### src/rtl/ttm_sequencer.sv
// ttm_sequencer: program counter and call/return stack with run/halt/single-step control.
// Define TTM_SEQ_STACK_GUARD_EN to add stack overflow/underflow detection and the FAULT state.
module ttm_sequencer #(
  parameter int PC_W  = 8,
  parameter int DEPTH = 4
) (
  input  logic                    CLK,
  input  logic                    RST,
  input  logic                    RUN,
  input  logic                    STEP,
  input  logic                    HALT_REQ,
  input  logic                    CLR_FAULT,
  input  logic [2:0]              OP,
  input  logic [PC_W-1:0]         TARGET,
  input  logic                    Z_FLAG,
  input  logic                    C_FLAG,
  output logic [PC_W-1:0]         PC,
  output logic [$clog2(DEPTH):0]  SP,
  output logic                    EXEC,
  output logic                    HALTED,
  output logic                    FAULT,
  output logic [1:0]              FAULT_CODE
);
  localparam int AW = $clog2(DEPTH);
  localparam int SW = AW + 1;
  localparam logic [2:0] OP_JMP = 3'd1, OP_JZ = 3'd2, OP_JC = 3'd3, OP_CALL = 3'd4, OP_RET = 3'd5, OP_HALT = 3'd6;
`ifdef TTM_SEQ_STACK_GUARD_EN
  typedef enum logic [1:0] {S_RUN, S_HALT, S_FAULT} state_t;
`else
  typedef enum logic [1:0] {S_RUN, S_HALT} state_t;
`endif
  state_t          state, state_nx;
  logic [PC_W-1:0] stack [DEPTH];
  logic [PC_W-1:0] pc_nx, pc_inc, pop_val;
  logic [SW-1:0]   sp_nx;
  logic [AW-1:0]   push_idx;
  logic            run_q, step_q, commit, stack_fault, ovf, unf, push, leave_run, taken;
  assign pc_inc    = PC + PC_W'(1);
  assign ovf       = OP == OP_CALL && SP == SW'(DEPTH);
  assign unf       = OP == OP_RET && SP == '0;
  assign commit    = state == S_RUN || (state == S_HALT && STEP && !step_q);
  assign EXEC      = commit && !stack_fault;
  assign push      = EXEC && OP == OP_CALL;
  // a full stack without the guard overwrites the top entry instead of growing
  assign push_idx  = ovf ? AW'(DEPTH - 1) : SP[AW-1:0];
  assign pop_val   = unf ? '0 : stack[SP[AW-1:0] - AW'(1)];
  assign taken     = OP == OP_JMP || OP == OP_CALL || (OP == OP_JZ && Z_FLAG) || (OP == OP_JC && C_FLAG);
  assign leave_run = !RUN || HALT_REQ || OP == OP_HALT;
  assign HALTED    = state != S_RUN;
  always_comb begin
    pc_nx = !EXEC ? PC : taken ? TARGET : OP == OP_RET ? pop_val : pc_inc;
    sp_nx = !EXEC ? SP : (OP == OP_CALL && !ovf) ? SP + SW'(1) : (OP == OP_RET && !unf) ? SP - SW'(1) : SP;
`ifdef TTM_SEQ_STACK_GUARD_EN
    state_nx = state == S_RUN  ? (stack_fault ? S_FAULT : leave_run ? S_HALT : S_RUN) :
               state == S_HALT ? ((commit && stack_fault) ? S_FAULT : (RUN && !run_q) ? S_RUN : S_HALT) :
               (CLR_FAULT ? S_HALT : S_FAULT);
`else
    state_nx = state == S_RUN ? (leave_run ? S_HALT : S_RUN) : ((RUN && !run_q) ? S_RUN : S_HALT);
`endif
  end
  always_ff @(posedge CLK or negedge RST) begin
    if (!RST) begin
      state  <= S_HALT;
      PC     <= '0;
      SP     <= '0;
      run_q  <= 1'b0;
      step_q <= 1'b1;
    end else begin
      state  <= state_nx;
      PC     <= pc_nx;
      SP     <= sp_nx;
      run_q  <= RUN;
      step_q <= STEP;
    end
  end
  always_ff @(posedge CLK) begin
    if (push) stack[push_idx] <= pc_inc;
  end
`ifdef TTM_SEQ_STACK_GUARD_EN
  logic [1:0] fault_code;
  assign stack_fault = ovf || unf;
  assign FAULT       = state == S_FAULT;
  assign FAULT_CODE  = fault_code;
  always_ff @(posedge CLK or negedge RST) begin
    if (!RST) fault_code <= 2'b00;
    else if (commit && stack_fault) fault_code <= ovf ? 2'b01 : 2'b10;
    else if (state == S_FAULT && CLR_FAULT) fault_code <= 2'b00;
  end
`else
  logic unused_clr;
  assign unused_clr  = CLR_FAULT;
  assign stack_fault = 1'b0;
  assign FAULT       = 1'b0;
  assign FAULT_CODE  = 2'b00;
`endif
endmodule
### config.mk
export PLATFORM = sky130hd
export DESIGN_NAME = ttm_sequencer
export DESIGN_NICKNAME = d
export VERILOG_FILES = /design/src/rtl/ttm_sequencer.sv
export SDC_FILE = /design/constraint.sdc
export NUM_CORES = 1
export LEC_CHECK = 0
export BUFFER_PORTS_ARGS = -buffer_cell sky130_fd_sc_hd__buf_4
export CORE_MARGIN = 2
export CORE_UTILIZATION = 55
export DETAILED_ROUTE_END_ITERATION = 6
export PLACE_DENSITY_LB_ADDON = 0.25
export SYNTH_ARGS = -nofsm -noshare
export SYNTH_HDL_FRONTEND = slang
export SYNTH_SLANG_ARGS = --single-unit
### constraint.sdc
create_clock -name CLK -period 3.1 [get_ports CLK]
set_clock_uncertainty 0.2 [all_clocks]
set_input_delay 0.62 -clock CLK [delete_from_list [all_inputs] [get_ports CLK]]
set_output_delay 0.62 -clock CLK [all_outputs]
set_load 0.03 [all_outputs]
==> results.py <==
metrics = {
    "power": {
        "pwr-share-seq_pct": 41.6,
        "power.leakage_nw": 0.963,
        "pwr-share-comb_pct": 37.2,
        "p_switching_mw": 0.705,
        "power_density_nw_per_um2": 817,
        "clkPwrFrac_pct": 21.2,
        "irDropWorstVdd_uv": 517,
        "switching_share_pct": 34.5,
        "p_int_mw": 1.34,
        "finalPower_mw": 2.05,
    },
    "floorplan": {
        "start_util_pct": 57.2,
        "fp.dieW_um": 65.7,
        "dieArea_um2": 4320,
        "rows": 22,
        "io_pins": 35,
        "die_h_um": 65.7,
        "core_um2": 3660,
    },
    "placed_design": {
        "dp_slack_ns": 0.753,
        "dp_hpwl_mm": 3.05,
        "dp.cells": 224,
        "io_buffers": 30,
        "dpl_cell_area_um2": 2380,
        "place_congestion": 0.805,
    },
    "clock_network": {
        "post-cts-setup-buffers": 0,
        "clockBufferDepth": 2,
        "clock_latency_ns": 0.30,
        "cts_root_buffer": "clkbuf_8",
        "cts_sinks": 46,
        "numCtsBuffers": 5,
        "h-tree-depth": 2,
        "clk_pin_slew_ns": 0.08,
        "cts_resized": 0,
        "cts_tree": "built",
    },
    "finish": {
        "drive_gt1_share_pct": 30.3,
        "design_area_um2": 2500,
        "area_growth_pct": 19.5,
        "fillers": 276,
        "fin_util_pct": 68.4,
        "regArea_um2": 1310,
        "fin_nets": 206,
        "antennaDiodeCount": 0,
        "multiInputGateArea_um2": 716,
        "layoutNonFillerInstCount": 233,
    },
    "yosys": {
        "yosysSeqAreaShare_pct": 62.8,
        "synth_seq_cells": 46,
        "synth_warnings": 0,
        "syn_avg_cell_area_um2": 14.5,
        "syn_inst": 144,
        "syn_area_um2": 2090,
        "synth.distinct_cells": 37,
    },
    "global_routing": {
        "antenna_found_initial": 0,
        "gr-usage-all-layers_pct": 22.3,
        "grt_max_degree": 15,
        "grt_pass1_vias": 1418,
        "grt_pass1_wl_mm": 6.76,
        "grt_overflow": 0,
    },
    "route": {
        "wl_per_cell_um": 18.4,
        "drc": 0,
        "highest_layer": "met4",
        "routed_wirelength_mm": 4.28,
        "vias": 1352,
        "wl_met2_mm": 2.26,
        "first_pass_iters": 4,
        "detail-route-antenna-nets": 0,
        "drtIter0Drc": 51,
        "viasPerCell": 5.80,
        "wl_met3_um": 156,
        "met1_length_mm": 1.83,
    },
    "worst_setup_path": {
        "required_ns": 2.28,
        "worstSetupEndpointType": "output pin",
        "setup.worst_path.start_class": "flip-flop",
        "worstRegToRegCells": 8,
        "path_class": "flip-flop to output pin",
        "worstPathArrival_ns": 1.59,
        "rr_startpoint": "SP[1]$_DFFE_PN0P_",
        "startpoint": "state[0]$_DFF_PN1_",
        "critical_path.max_fanout": 10,
    },
    "timing": {
        "fin_setup_tns_ns": 0,
        "whs_ns": 0.230,
        "setup_viol": 0,
        "slew_headroom_pct": 47.0,
        "worst_pin_slew_ns": 0.795,
        "post-route-period-util_pct": 77.9,
        "period_needed_ns": 2.41,
        "rsz0062_at_grt": "no",
        "hold_viol_final": 0,
        "setup_slack_ns": 0.687,
        "slew_viol_final": 0,
        "fmax_mhz": 414,
    },
    "worst_hold_path": {
        "hp-start": "STEP",
        "hold_path_class": "primary input to flip-flop",
        "holdPathStages": 1,
    },
    "outcome": {
        "status": "completed",
    },
    "job": {
        "cap_violations": 0,
    },
}
registers in the layout, summed over array words and instances (netlist names):
register,flops
PC,8
SP,3
run_q,1
stack,32
state,1
step_q,1
layout by cell type, fill, tap and decap left out, types with 2 or more instances in the layout:
master | netlist | routed
o21ai_1 | 7 | 7
conb_1 | 1 | 3
clkbuf_8 | 0 | 5
inv_1 | 5 | 5
buf_4 | 3 | 36
nor4_1 | 3 | 3
nand3_1 | 3 | 3
o21ai_0 | 10 | 10
dfrtp_1 | 12 | 12
dfstp_2 | 2 | 2
edfxtp_1 | 32 | 32
nor2_1 | 4 | 4
a221oi_1 | 7 | 7
a22oi_1 | 2 | 2
xnor2_1 | 6 | 6
nand2_1 | 10 | 10
xor2_1 | 5 | 5
mux4_1 | 2 | 2
o22ai_1 | 2 | 2
mux4_2 | 6 | 6
nor3_1 | 2 | 2
a21oi_1 | 2 | 2
ha_1 | 2 | 2
per-layer routing:
layer	vias to the layer above	track usage, %
li1	632	-
met1	683	28.2
met2	33	38.4
met3	4	4.11
met4	0	7.81
met5	-	0
critical path, stage by stage (launching register included):
cell	delay, ns
dfstp_2	0.55
inv_1	0.06
nor2_1	0.16
clkinv_1	0.26
buf_4	0.26
repair_timing:
item,4_1_cts,5_1_grt
endpoints found under the setup margin,0,0
hold endpoints to repair,12,0
hold buffers,1,0
logic make-up after synthesis:
group,synth area share (%)
AO/OA/AOI/OAI,11.1
XOR/XNOR,4.60
adder cells (fa/ha/maj),2.15
buffers and inverters,3.41
flip-flops,62.8
multiplexers,8.97
other,0.179
AND/OR/NAND/NOR,6.87
final timing paths:
kind	to	slack, ns
worst min-delay path	step_q$_DFF_PN1_	0.23
worst max register to register	SP[2]$_DFFE_PN0P_	0.83
min in group asynchronous	PC[6]$_DFFE_PN0P_	0.51
max in group asynchronous	step_q$_DFF_PN1_	1.94
worst max-delay path	EXEC	0.69
worst min register to register	state[0]$_DFF_PN1_	0.35
final cells by class:
type / instances / share of cell area, %
multi-input combinational: 88 / 28.6
tap: 48 / 2.40
timing repair buffer: 37 / 11.2
inverter: 6 / 0.900
clock buffer: 6 / 2.90
sequential: 46 / 52.5
clock inverter: 2 / 1.50
cell usage after synthesis:
master	instances	share of area [%]
a211oi_1	1	0.36
a21o_1	1	0.36
a21oi_1	2	0.48
a21oi_2	1	0.42
a221oi_1	7	2.9
a221oi_2	1	0.72
a22oi_1	2	0.72
and2b_1	1	0.36
and3_1	1	0.30
buf_1	1	0.18
buf_4	3	1.1
buf_6	2	1.1
clkinv_1	1	0.18
conb_1	1	0.18
dfrtp_1	12	14
dfstp_2	2	2.5
edfxtp_1	32	46
fa_1	1	0.96
ha_1	2	1.2
inv_1	5	0.90
mux4_1	2	2.5
mux4_2	6	6.5
nand2_1	10	1.8
nand2_2	1	0.30
nand3_1	3	0.72
nor2_1	4	0.72
nor2b_1	1	0.30
nor2b_2	1	0.42
nor3_1	2	0.48
nor3b_2	1	0.60
nor4_1	3	0.90
o21ai_0	10	2.4
o21ai_1	7	1.7
o22a_1	1	0.42
o22ai_1	2	0.60
xnor2_1	6	2.5
xor2_1	5	2.1
power groups by stage:
stage / clock network, mW / registers [mW] / logic (mW)
after floorplan: 0 / 0.954 / 0.437
after global placement: 0 / 0.856 / 0.733
after detailed placement: 0 / 0.862 / 0.763
after CTS: 0.442 / 0.850 / 0.768
after global routing: 0.467 / 0.862 / 0.828
final: 0.433 / 0.851 / 0.761
No activity file was read; power rests on OpenSTA's default activity.
